`config.mk`:
```
export PLATFORM = sky130hd
export DESIGN_NAME = logic_unit_pipe
export DESIGN_NICKNAME = d
export VERILOG_FILES = /design/src/rtl/logic_unit_pipe.sv
export SDC_FILE = /design/constraint.sdc
export NUM_CORES = 1
export LEC_CHECK = 0
export CORE_MARGIN = 5
export CORE_UTILIZATION = 33
export DETAILED_ROUTE_END_ITERATION = 10
export PLACE_DENSITY = 0.65
export SYNTH_ARGS = -nofsm -noshare
export SYNTH_HDL_FRONTEND = slang
export SYNTH_SLANG_ARGS = --single-unit
```
`constraint.sdc`:
```
create_clock -name clk -period 2.9 [get_ports clk]
set_input_delay 0.58 -clock clk [delete_from_list [all_inputs] [get_ports clk]]
set_output_delay 0.58 -clock clk [all_outputs]
set_load 0.01 [all_outputs]
```
`src/rtl/logic_unit_pipe.sv`:
```
// Two-stage pipelined WIDTH-bit bitwise logic unit with valid/ready handshakes on both sides.
// Optional accumulator feedback operand is enabled by defining LOGIC_ACC_EN.
module logic_unit_pipe #(
  parameter int WIDTH = 8,
  parameter int OPW   = 3
) (
  input  logic             clk,
  input  logic             rst,
  input  logic             in_valid,
  output logic             in_ready,
  input  logic [WIDTH-1:0] in_a,
  input  logic [WIDTH-1:0] in_b,
  input  logic [OPW-1:0]   in_op,
  input  logic             in_acc,
  output logic             out_valid,
  input  logic             out_ready,
  output logic [WIDTH-1:0] out_y,
  output logic             out_zero,
  output logic             out_parity,
  output logic             out_allone
);

  typedef enum logic [OPW-1:0] {
    OP_AND  = 3'd0,
    OP_OR   = 3'd1,
    OP_NAND = 3'd2,
    OP_NOR  = 3'd3,
    OP_XOR  = 3'd4,
    OP_XNOR = 3'd5,
    OP_NOT  = 3'd6,
    OP_PASS = 3'd7
  } op_e;

  op_e              op;
  logic [WIDTH-1:0] a_eff;
  logic [WIDTH-1:0] result;
  logic             s1_adv;
  logic             s2_adv;
  logic             in_xfer;

  logic             s1_valid_q, s1_valid_d;
  logic [WIDTH-1:0] s1_y_q,     s1_y_d;
  logic             s2_valid_q, s2_valid_d;
  logic [WIDTH-1:0] s2_y_q,     s2_y_d;
  logic             s2_zero_q,  s2_zero_d;
  logic             s2_par_q,   s2_par_d;
  logic             s2_one_q,   s2_one_d;

  assign op = op_e'(in_op);

  // in_ready depends only on pipeline state and out_ready, never on in_valid.
  assign s2_adv   = !s2_valid_q || out_ready;
  assign s1_adv   = !s1_valid_q || s2_adv;
  assign in_ready = s1_adv;
  assign in_xfer  = in_valid && s1_adv;

`ifdef LOGIC_ACC_EN
  logic [WIDTH-1:0] acc_q, acc_d;

  assign a_eff = in_acc ? acc_q : in_a;
  assign acc_d = in_xfer ? result : acc_q;

  always_ff @(posedge clk or posedge rst) begin
    if (rst) acc_q <= '0;
    else     acc_q <= acc_d;
  end
`else
  logic unused_acc;

  assign a_eff      = in_a;
  assign unused_acc = in_acc;
`endif

  always_comb begin
    result = '0;
    case (op)
      OP_AND:  result = a_eff & in_b;
      OP_OR:   result = a_eff | in_b;
      OP_NAND: result = ~(a_eff & in_b);
      OP_NOR:  result = ~(a_eff | in_b);
      OP_XOR:  result = a_eff ^ in_b;
      OP_XNOR: result = ~(a_eff ^ in_b);
      OP_NOT:  result = ~a_eff;
      OP_PASS: result = a_eff;
      default: result = '0;
    endcase
  end

  // NOTE: every next-state signal starts from its held value so no path leaves it unassigned (no latch).
  always_comb begin
    s1_valid_d = s1_valid_q;
    s1_y_d     = s1_y_q;
    s2_valid_d = s2_valid_q;
    s2_y_d     = s2_y_q;
    s2_zero_d  = s2_zero_q;
    s2_par_d   = s2_par_q;
    s2_one_d   = s2_one_q;

    if (in_xfer) begin
      s1_valid_d = 1'b1;
      s1_y_d     = result;
    end else if (s1_adv) begin
      s1_valid_d = 1'b0;
    end

    // Data and flags load only with a valid S1 beat, so bubbles leave them untouched.
    if (s2_adv) begin
      s2_valid_d = s1_valid_q;
      if (s1_valid_q) begin
        s2_y_d    = s1_y_q;
        s2_zero_d = (s1_y_q == '0);
        s2_par_d  = ^s1_y_q;
        s2_one_d  = &s1_y_q;
      end
    end
  end

  // NOTE: sequential state uses non-blocking assignments so all registers update from pre-edge values.
  always_ff @(posedge clk or posedge rst) begin
    if (rst) begin
      s1_valid_q <= 1'b0;
      s1_y_q     <= '0;
      s2_valid_q <= 1'b0;
      s2_y_q     <= '0;
      s2_zero_q  <= 1'b0;
      s2_par_q   <= 1'b0;
      s2_one_q   <= 1'b0;
    end else begin
      s1_valid_q <= s1_valid_d;
      s1_y_q     <= s1_y_d;
      s2_valid_q <= s2_valid_d;
      s2_y_q     <= s2_y_d;
      s2_zero_q  <= s2_zero_d;
      s2_par_q   <= s2_par_d;
      s2_one_q   <= s2_one_d;
    end
  end

  assign out_valid  = s2_valid_q;
  assign out_y      = s2_y_q;
  assign out_zero   = s2_zero_q;
  assign out_parity = s2_par_q;
  assign out_allone = s2_one_q;

endmodule

```
==> flow_results.org, run 1 <==
** Pwr
- Power per standard cell area :: roughly 440 mW/mm^2
- Combinational logic burns around two fifths of the power.
- Cell internal power was estimated by the tool at ~630 uW.
- Per report_power, the clock group accounts for 20.3% of the total.
- P_sw :: a little over 300 uW
- Summed over all cells, the static leakage comes to approximately 0.99 nW.
- Switching portion of total power :: approximately 32%
- Max IR drop VDD :: roughly 160 uV
- Sequential cells burn roughly 40% of the power.

** Timing
- F_max :: approximately 430 MHz
- The number of hold-slack violations in the final timing report was 0.
- Slew of the pin with the lowest slew margin :: 0.772 ns
- On the final layout, the worst hold slack is about 0.48 ns.
- Crit share post-route :: 80.2%
- Final Max Tran Viols :: 0
- Once routing completed, OpenROAD measured the worst setup slack at 0.573 ns.
- On the final layout, the worst clock skew is about 0.0048 ns.
- Setup repair after global routing missed its margin :: no
- Final number of setup-violating endpoints :: 0
- Post-layout min period :: around 2.3 ns
- Adding up every negative setup slack in the final design gives 0 ns.
- Measured against its own limit, the worst slew margin works out to about half.

** Synthesis
- The Yosys step of the flow raised 0 warnings.
- After synthesis the netlist holds a flip-flop and latch count of 21.
- By area, the combinational part of the netlist is dominated by compound AO/OA/AOI/OAI gates.
- Per-instance average area after synthesis :: between 8 and 9 um^2
- After synthesis, flip-flops and latches occupy a little under a third of the total area.
- Post-synthesis cell type count :: 28
- Multiplexer share of the synthesized area :: 0%
- The synthesized netlist devotes between 10% and 20% of its cell area to simple gates.
- Synthesis produced between 200 and 250 cells.
- The cell area that synthesis handed to floorplanning was approximately 0.0017 mm^2.
- The number of nets in the synthesized netlist is 252.
- The synthesized netlist devotes approximately 1.5% of its cell area to XOR and XNOR gates.
- The synthesized netlist devotes approximately 18% of its cell area to adder and majority cells.
- The synthesized netlist devotes between 20 and 25% of its cell area to compound gates.

** Drt
- Via density per instance :: 4.87
- Number of iterations in the first detailed-routing pass :: 4
- After detailed routing, the total wire length is 3540 um.
- The routed layout has 1479 vias.
- ANT nets after route :: 0
- In the final routed layout, each cell accounts on average for 11.6 um.
- Final routed DRC violation total :: 0
- The detailed router finished its first iteration with between 90 and 100 violations.

** Clock tree
- CTS clock-pin slew for the worst setup and hold paths :: 0.08 ns
- Number of post-CTS setup repair buffers :: 0
- Number of sinks on the clock net :: 21
- CTS built an H-tree with a depth of 1.
- Counting along the longest clock path gives a buffer depth of 2.
- After clock tree synthesis, the repair step resized 0 gates.
- TritonCTS built the clock tree.
- The number of hold buffers added after CTS was 0.
- Clock insertion delay at the later pin of the skew report :: roughly 0.26 ns
- CTS placed an instance of clkbuf_8 at the clock tree root.
- The number of clock buffers added by TritonCTS is 3.

** Place
- Buffers placed on the I/O ports in this run total 35.
- Post-DP HPWL :: 2820 um
- The number of placed instances, taps included, is 300.
- OpenSTA, run right after detailed placement, puts the worst setup slack at roughly 0.52 ns.
- The congestion estimate from routability-driven global placement came to just over 0.8.

** Layout
- The area growth from synthesis to layout is 24.5%.
- ANT cells :: 0
- Cells fill about two fifths of the core in the end.
- The finished layout holds 304 standard cells, fillers aside.
- Share of post-route cells with drive strength above 1 :: 6.84%
- Fin nets :: 283

** Flow run
- Max-cap check violation count :: 0

** Status
- The run finished with clean final reports.

** Die
- Total I/O pin count :: 37
- The floorplan step defined a die boundary enclosing 0.00670 mm^2.
- Core area :: roughly 0.0051 mm^2
- Effective utilization at floorplan :: 33.6%
- The floorplan step set the die height to 81.8 um.
- The floorplan step set the die width to slightly above 80 um.
- Row generation in the floorplan step produced 26 rows.

** Critical path
- STA classifies the critical path startpoint as an input pin.
- Maximum fanout encountered on the critical timing path :: 3
- The slowest stage of the critical path belongs to the cell clkdlybuf4s50_1.
- Data on the critical path is required at its endpoint by approximately 2.3 ns.
- Kind of critical path :: input pin to primary output
- Counting stages on the worst path, the most repeated cell is clkdlybuf4s50_1.
- Worst R2R Path Depth :: 4
- Worst flop-to-flop path startpoint :: out_valid
- Traced cell by cell, the critical path runs through clkdlybuf4s50_1, nand3b_1, clkdlybuf4s50_1.
- Crit path arrival time :: between 1.5 and 2 ns
- Flop2flop setup slack :: around 1.5 ns
- Slowest cell delay on critical path :: between 0.5 and 0.6 ns
- In this run the critical register-to-register path is captured at s1_y_q[4].
- Type of destination of the critical path :: primary output

** Worst hold path
- Launch point of the worst hold path :: out_y[5]
- The min-delay analysis places its worst path in the category flop to flop.
- Count of cells along the worst hold path :: 2
- Endpoint of the worst hold path :: out_y[5]

** Global route
- After global routing the overflow that remains totals 0.
- For this run, the total global-route usage over all layers was measured as about 11%.
- Initial antenna violation count :: 0
- Number of global-route vias before repair :: approximately 1400
- The first global-routing pass estimated about 6200 um of wire.
- Entering global routing, the biggest net connects 25 pins.
-- placed cells by master (no fill, tap or decap), types with 4 or more instances in the layout --
| master | count |
|---|---|
| nor2_2 | 7 |
| o21ai_0 | 24 |
| a21oi_1 | 6 |
| nand2_1 | 29 |
| nor2_1 | 6 |
| ha_1 | 24 |
| o21ai_1 | 5 |
| a211oi_1 | 5 |
| inv_1 | 25 |
| clkdlybuf4s50_1 | 35 |
| o211ai_1 | 5 |
| dfrtp_1 | 21 |
| nand2b_1 | 4 |
| a21o_1 | 5 |
| a222oi_1 | 5 |
-- state kept, by name (all words and copies together), names as in the netlist --
signal      flops
s1_y_q          8
out_valid       1
out_allone      1
out_zero        1
out_y           8
s1_valid_q      1
out_parity      1
-- metal layers --
layer  vias to the layer above  global-route usage, %  part of all wire (%)
met4                         0                   4.32                   1.4
met2                        34                   19.6                    46
li1                        761                      -                     -
met5                         -                      0                     0
met3                         5                   1.43                   5.7
met1                       679                   14.7                    47
-- metrics by stage --
step	area, um^2	power, mW
4_1_cts	2120	0.954
6_report	2120	0.938
3_5_place_dp	2070	0.762
5_1_grt	2120	1.02
3_3_place_gp	2070	0.751
2_1_floorplan	1700	0.610
-- power by group through the flow --
stage,sequential [mW],combinational (mW),clock (mW)
6_report,0.383,0.364,0.190
4_1_cts,0.385,0.371,0.198
2_1_floorplan,0.401,0.209,0
5_1_grt,0.393,0.415,0.211
3_3_place_gp,0.390,0.361,0
3_5_place_dp,0.391,0.371,0
-- how the worst max path moves through the flow --
| stage | depth (start not counted) | from | slack, ns | end |
|---|---|---|---|---|
| floorplan | 6 | in_a[0] | 1.31 | s1_y_q[0] |
| global placement | 3 | out_ready | 0.57 | in_ready |
| detailed placement | 6 | in_op[0] | 0.52 | s1_y_q[5] |
| CTS | 3 | out_ready | 0.56 | in_ready |
| global route | 3 | out_ready | 0.53 | in_ready |
| finish | 3 | out_ready | 0.57 | in_ready |
-- kinds of logic after synthesis --
| family | after synthesis |
|---|---|
| AOI/OAI and AO/OA | 67 |
| and+or+nand+nor | 52 |
| buffers and inverters | 37 |
| adders and majority gates | 24 |
| DFF | 21 |
| xor gates and xnor gates | 3 |
-- cell type report --
class                   instances  area (um^2)
repair buffers                 38          373
clock inverters                 1         5.00
fillers                       549         2950
clock buffers                   3         41.3
well taps                      70         87.6
multi-input cells             146          995
inverters                      25         93.8
flip-flops and latches         21          526
-- synth_stat cells --
| library cell | instances | share of area (%) |
|---|---|---|
| a211oi_1 | 5 | 2.2 |
| a21o_1 | 5 | 2.2 |
| a21oi_1 | 6 | 1.8 |
| a222oi_1 | 5 | 2.9 |
| a22oi_1 | 3 | 1.3 |
| and2_1 | 1 | 0.37 |
| buf_2 | 2 | 0.59 |
| buf_4 | 1 | 0.44 |
| buf_6 | 5 | 3.3 |
| clkbuf_1 | 4 | 0.88 |
| dfrtp_1 | 21 | 31 |
| ha_1 | 24 | 18 |
| inv_1 | 25 | 5.5 |
| nand2_1 | 29 | 6.4 |
| nand2_2 | 1 | 0.37 |
| nand2b_1 | 4 | 1.5 |
| nand3b_1 | 1 | 0.44 |
| nand4_1 | 2 | 0.73 |
| nor2_1 | 6 | 1.3 |
| nor2_2 | 7 | 2.6 |
| o211ai_1 | 5 | 2.2 |
| o21a_1 | 3 | 1.3 |
| o21ai_0 | 24 | 7.1 |
| o21ai_1 | 5 | 1.5 |
| o22ai_1 | 3 | 1.1 |
| o31ai_1 | 3 | 1.3 |
| or3_4 | 1 | 0.66 |
| xnor2_1 | 3 | 1.5 |
-- critical path: cells and delay by family --
family | cells | cell delay [ns]
buffers and inverters | 2 | 1.01
AND/OR/NAND/NOR | 1 | 0.15
(Power assumes the default switching activity.)
==> inputs of run 2 (changes only) <==
==> constraint.sdc (replaced) <==
create_clock -name clk -period 2.3 [get_ports clk]
set_input_delay 0.46 -clock clk [delete_from_list [all_inputs] [get_ports clk]]
set_output_delay 0.46 -clock clk [all_outputs]
set_load 0.01 [all_outputs]
==> run 2 against run 1 <==
Compared with the run above:
- clock skew is 0.0038 ns lower
- clock power is 24% higher
- wire length is 0.59% lower
- utilization is 0.69 points higher
- final cell count is 0.99% higher
- via count is 0.34% lower
- critical path depth stayed put
- sequential power is 27% higher
- sequential share of layout area is 0.40 points lower
- die area stayed put
==> flow_results.org, run 2 (same netlist as run 1, synthesis figures left out) <==
** Clock tree
- CTS clock-pin slew for the worst setup and hold paths :: 0.07 ns (about the same)
- Number of levels in the clock H-tree :: 1 (unchanged)
- Number of buffers inserted during clock tree synthesis :: 3 (unchanged)
- The number of buffers between clock root and the deepest sink is 2 (unchanged).
- The tree is rooted in a clkbuf_8.
- The clock latency on the worst-skew pair is 0.26 ns (about the same).
- TritonCTS built the clock tree.
- The post-cts gate resize count is 0 (unchanged).
- Number of post-CTS setup repair buffers :: 0 (unchanged)
- CTS Hold Bufs :: 0 (unchanged)
- The number of clock sinks seen by CTS was 21 (unchanged).

** Die
- Rows :: 26 (unchanged)
- The y dimension of the die came to 81.8 um (unchanged).
- The die footprint came to 0.00670 mm^2 (unchanged).
- Core area :: 0.00507 mm^2 (unchanged)
- The chip width was 81.8 um (unchanged).
- The initial cell density of the core was 33.6% (unchanged).
- The number of placed I/O pins is 37 (unchanged).

** Place
- GP Congestion :: 0.841 (+3.2%)
- Cell Area, Placed :: 0.00211 mm^2 (+1.7%)
- Post-DP HPWL :: 2830 um (+0.39%)
- Buffers added on ports :: 35 (unchanged)
- The post-placement cell count came to 303 (+1.0%).

** Critical path
- The worst setup path is captured at a primary output.
- The worst-path maximum fanout was 3 (unchanged).
- Kind of critical path :: input pin to primary output
- The worst endpoint required time is 1.84 ns (-0.48 ns).
- Flop2flop setup slack :: 0.88 ns (-0.60 ns)
- Critical R2R Capture :: s1_y_q[4]
- STA classifies the critical path startpoint as an input pin.
- The data arrival time at the worst-slack endpoint was 1.62 ns (-0.13 ns).
- Worst R2R Path Depth :: 4 (unchanged)
- The startpoint identified for the worst register-to-register timing path is out_valid.

** Global route
- The via count of the first global-routing pass came to 1344 (-3.4%).
- The wire length of the first global-routing pass was 6000 um (-2.9%).
- The maximum number of pins on one net before global-route repair is 28 (+12%).
- Initial antenna violation count :: 0 (unchanged)
- Remaining global-route overflow :: 0 (unchanged)
- Global-route total usage across every layer :: 11.1% (-0.43 points)

** Drt
- The met1 wire length is 1670 um (+0.66%).
- The amount of wire on met3 after detailed routing is 176 um (-12%).
- The final wirelength came to 3510 um (-0.59%).
- Number of iterations in the first detailed-routing pass :: 4 (unchanged)
- The total vias in the final route was 1474 (-0.34%).
- The detailed router used layers up to and including met4.
- ANT nets after route :: 0 (unchanged)
- The post-detailed-route wirelength per cell came to 11.4 um (-1.6%).
- The detailed-route vias per instance came to 4.80 (-1.3%).
- The remaining routing DRC violations came to 0 (unchanged).
- First DRT Iteration DRCs :: 65 (-29%)
- The sum of met2 wire segment lengths after detailed routing was 1630 um (about the same).

** Layout
- FF+latch area :: 526 um^2 (unchanged)
- Leaving out fill and tap cells, the most frequent cell in the layout is clkdlybuf4s50_1.
- Most frequent cells in the layout :: 35 x clkdlybuf4s50_1, 29 x nand2_1, 25 x inv_1
- Final design utilization :: 42.5% (+0.69 points)
- Relative to the synthesized area, the layout overhead comes to 26.6%.
- The total of fill cells in the finished design is 560 (+2.0%).
- The number of antenna diodes came to 0 (unchanged).
- Share of post-route cells with drive strength above 1 :: 8.02% (+1.2 points)
- The area taken by multi-input logic gates was 995 um^2 (unchanged).
- Final std cell area, no fill :: 0.00216 mm^2 (+1.7%)
- The net count of the finished layout came to 286 (+1.1%).
- The final non-filler cell total was 307 (+0.99%).

** Pwr
- The peak supply drop is 207 uV (+32%).
- LEAKAGE :: 1.01 nW (+1.9%)
- Power per standard cell area :: 550 mW/mm^2 (+24%)
- Overall power after layout :: 1.19 mW (+26%)

** Timing
- Setup repair after global routing missed its margin :: no
- F_max :: around 480 MHz
- In the finished design, the share of the clock period the worst path needs comes to between 90 and 100%.
- The worst clock skew is 0.000972 ns (-0.00381 ns).
- Post-layout min period :: ~2.1 ns
- The relative max-transition margin came to 63.4% (+15 points).
- The number of endpoints failing setup at the final stage came to 0 (unchanged).
- The setup TNS came to 0 ns (unchanged).
- Hold Vio Cnt, Final :: 0 (unchanged)
- The slew at the pin closest to its max-slew limit is 0.548 ns (-0.224 ns).
- Final Max Tran Viols :: 0 (unchanged)

** Worst hold path
- Class of the worst hold path :: flop to flop
- Endpoint of the worst hold path :: out_zero
- Count of cells along the worst hold path :: 2 (unchanged)
- The worst hold path begins at out_zero.

** Flow run
- The number of max-cap violations came to 0 (unchanged).

** Status
- Result of the run :: completed
run 2: cell types whose count changed in the layout (fill, tap and decap cells not counted), sizes merged:
cell / previous run / this run
buf: 3 / 6
run 2: per-stage QoR:
| stage | hold slack, ns | worst slack (ns) |
|---|---|---|
| after floorplan | 0.437 | 0.834 |
| after global routing | 0.515 | 0.174 |
| after detailed placement | 0.470 | 0.0942 |
| final | 0.480 | 0.217 |
| after CTS | 0.487 | 0.200 |
| after global placement | 0.463 | 0.155 |
run 2: area by class of cell:
class                      instances  share of cell area, %
sequential                        21                   24.4
multi-input combinational        146                   46.1
tap                               70                   4.06
inverter                          25                   4.35
timing repair buffer              41                   18.9
clock buffer                       3                   1.92
clock inverter                     1                  0.232
run 2: how the worst max path moves through the flow:
stage                    from         to  slack [ns]
finish              out_ready   in_ready        0.22
global route        out_ready   in_ready        0.17
CTS                 out_ready   in_ready        0.20
detailed placement    in_a[5]  s1_y_q[5]        0.09
global placement      in_a[7]  s1_y_q[7]        0.16
floorplan             in_a[0]  s1_y_q[0]        0.83
run 2: metal layers:
| layer | vias up | GRT usage, % |
|---|---|---|
| met3 | 4 | 0.987 |
| li1 | 768 | - |
| met5 | - | 0 |
| met2 | 33 | 18.6 |
| met1 | 669 | 14.7 |
| met4 | 0 | 3.99 |
run 2: critical path, cell delays in order:
cell             delay (ns)
clkdlybuf4s50_1        0.46
nand3b_1               0.15
clkdlybuf4s50_1        0.55
run 2: power by group:
| part | switching, mW | total (mW) | internal (mW) |
|---|---|---|---|
| logic | 0.219 | 0.465 | 0.246 |
| registers | 0.0457 | 0.485 | 0.440 |
| clock network | 0.115 | 0.235 | 0.120 |
==> inputs of run 3 (changes only) <==
--- a/config.mk
+++ b/config.mk
@@ -6,9 +6,9 @@
 export NUM_CORES = 1
 export LEC_CHECK = 0
 export CORE_MARGIN = 5
-export CORE_UTILIZATION = 33
+export CORE_UTILIZATION = 51
 export DETAILED_ROUTE_END_ITERATION = 10
-export PLACE_DENSITY = 0.65
+export PLACE_DENSITY = 0.89
 export SYNTH_ARGS = -nofsm -noshare
 export SYNTH_HDL_FRONTEND = slang
 export SYNTH_SLANG_ARGS = --single-unit
==> run 3 against run 2 <==
Compared with the run above:
- clock-buffer cell count increased by 1
- via count increased by 0.20%
- worst hold slack improved by 0.013 ns
- first-iteration DRC count decreased by 11%
- global-route usage increased by 4.3 points
- flip-flop and latch count unchanged
- sequential power about the same
- utilization increased by 22 points
- wire length decreased by 9.0%
- non-clock buffer count unchanged
- largest power group unchanged
==> flow_results.org, run 3 (same netlist as run 1, synthesis figures left out) <==
** Timing
- Final worst clock skew :: 0.00146 ns (+0.000490 ns)
- The clock period minus final worst setup slack is 2.09 ns (+0.00724 ns).
- The slew at the pin closest to its max-slew limit was 0.748 ns (+0.200 ns).
- Final number of setup-violating endpoints :: 0 (unchanged)
- Worst slew margin :: 50.1% (-13 points)
- Final Max Tran Viols :: 0 (unchanged)
- The number of hold-slack violations in the final timing report was 0 (unchanged).
- F_max :: 478 MHz (-0.35%)
- Setup repair after global routing missed its margin :: no
- Crit share post-route :: 90.9% (+0.31 points)
- Accumulated negative setup slack :: 0 ns (unchanged)
- The worst hold slack across all endpoints is 0.493 ns (+0.0129 ns).

** Worst hold path
- The min-delay analysis places its worst path in the category flop to flop.

** Place
- Post-DP HPWL :: 2620 um (-7.4%)
- The placer's final routability congestion estimate is 0.808 (-3.9%).
- Buffers added on ports :: 35 (unchanged)
- The post-placement cell count was 279 (-7.9%).
- Cell Area, Placed :: 0.00208 mm^2 (-1.4%)

** Clock tree
- Library cell used as clock root buffer :: clkbuf_4
- Number of levels in the clock H-tree :: 1 (unchanged)
- The number of buffers between clock root and the deepest sink was 2 (unchanged).
- CTS tree :: done
- CTS clock-pin slew for the worst setup and hold paths :: 0.10 ns (+0.03 ns)
- Number of post-CTS setup repair buffers :: 0 (unchanged)
- Clock insertion delay at the later pin of the skew report :: 0.30 ns (+0.04 ns)
- The number of clock sinks seen by CTS came to 21 (unchanged).
- The number of clock buffers inserted by TritonCTS is 3 (unchanged).
- CTS resizes :: 0 (unchanged)
- CTS Hold Bufs :: 0 (unchanged)

** Global route
- The wire length of the first global-routing pass was 5550 um (-7.5%).
- The via count of the first global-routing pass was 1343 (-0.074%).
- Global-route total usage across every layer :: 15.4% (+4.3 points)
- The number of antenna violations at the first check in global routing came to 0 (unchanged).
- Remaining global-route overflow :: 0 (unchanged)
- The maximum number of pins on one net before global-route repair was 28 (unchanged).

** Die
- Total I/O pin count :: 37 (unchanged)
- Core area :: 0.00328 mm^2 (-35%)
- Area enclosed by the die boundary :: 0.00459 mm^2 (-31%)
- The chip width is 67.8 um (-17%).
- The y dimension of the die was 67.8 um (-17%).
- Effective utilization at floorplan :: 51.8% (+18 points)
- Rows :: 21 (-19%)

** Layout
- Area occupied by multi-input gates :: 995 um^2 (unchanged)
- Commonest non-fill, non-tap cell in the layout :: clkdlybuf4s50_1
- FF+latch area :: 526 um^2 (unchanged)
- Final std cell area, no fill :: 0.00211 mm^2 (-2.3%)
- The net count of the finished layout was 286 (unchanged).
- Filler cells :: 290 (-48%)
- Non-filler instance count after layout :: 283 (-7.8%)
- Compared with the post-synthesis result, the final layout area differs by 23.7%.
- The top cell types in the final layout, fill and taps aside, are 35 x clkdlybuf4s50_1, 29 x nand2_1, 25 x inv_1.
- The number of antenna diodes came to 0 (unchanged).
- The proportion of layout cells with a drive suffix above 1 came to 7.59% (-0.42 points).

** Critical path
- The worst-path maximum fanout came to 3 (unchanged).
- Type of destination of the critical path :: primary output
- The worst setup path is launched from an input pin.
- The data arrival time at the worst-slack endpoint was 1.63 ns (about the same).
- Kind of critical path :: input pin to primary output
- Data required time at the worst endpoint :: 1.84 ns (about the same)

** Pwr
- The peak supply drop is 214 uV (+3.1%).
- The power density relative to cell area came to 534 mW/mm^2 (-3.0%).
- LEAKAGE :: 1.00 nW (-1.0%)
- Overall power after layout :: 1.12 mW (-5.2%)

** Drt
- Final routed DRC violation total :: 0 (unchanged)
- Detailed-route wire length per cell :: 11.3 um (-1.3%)
- The final wirelength came to 3200 um (-9.0%).
- ANT nets after route :: 0 (unchanged)
- Number of vias after detailed routing :: 1477 (+0.20%)
- The number of detailed-routing iterations run before antenna repair came to 6 (+2).
- The initial detailed-routing violation count was 58 (-11%).
- Via density per instance :: 5.22 (+8.7%)

** Flow run
- Max-cap check violation count :: 0 (unchanged)

** Status
- Result of the run :: completed
-- run 3: cell count changes in the layout (fill, tap and decap cells not counted), sizes merged --
cell,before,now
clkbuf,3,4
clkinv,1,0
-- run 3: worst paths after layout --
check,start,to,slack [ns],cells past startpoint
worst max register to register,out_valid,s1_y_q[3],0.89,4
worst min register to register,out_allone,out_allone,0.49,2
worst min-delay path,out_allone,out_allone,0.49,2
max in group asynchronous,rst,out_y[3],1.25,2
min in group asynchronous,rst,out_zero,0.58,2
worst max-delay path,out_ready,in_ready,0.21,3
-- run 3: critical path: stages --
cell and delay (ns):
clkdlybuf4s50_1 0.46, nand3b_1 0.15, clkdlybuf4s50_1 0.56
-- run 3: final cells by class --
| type | instances | share of cell area [%] |
|---|---|---|
| tap | 46 | 2.73 |
| timing repair buffer | 41 | 19.4 |
| multi-input combinational | 146 | 47.2 |
| clock buffer | 4 | 1.25 |
| inverter | 25 | 4.46 |
| sequential | 21 | 25.0 |
-- run 3: layer usage --
layer	GRT usage [%]	vias up	wire length, um	part of all wire (%)
li1	-	765	-	-
met1	17.8	661	1410	44
met2	28.1	45	1570	49
met3	1.83	6	166	5.2
met4	6.70	0	44	1.4
met5	0	-	0	0
-- run 3: stage by stage --
step                utilization, %  setup WS (ns)
global placement              63.3          0.159
CTS                           64.1          0.207
detailed placement            63.3          0.159
finish                        64.1          0.209
floorplan                        -          0.834
global route                  64.1          0.160
-- run 3: power by group --
| part | switching, mW | internal, mW | total (mW) |
|---|---|---|---|
| Sequential | 0.0452 | 0.439 | 0.484 |
| Clock | 0.103 | 0.0677 | 0.171 |
| Combinational | 0.221 | 0.248 | 0.468 |
| Total | 0.369 | 0.755 | 1.12 |
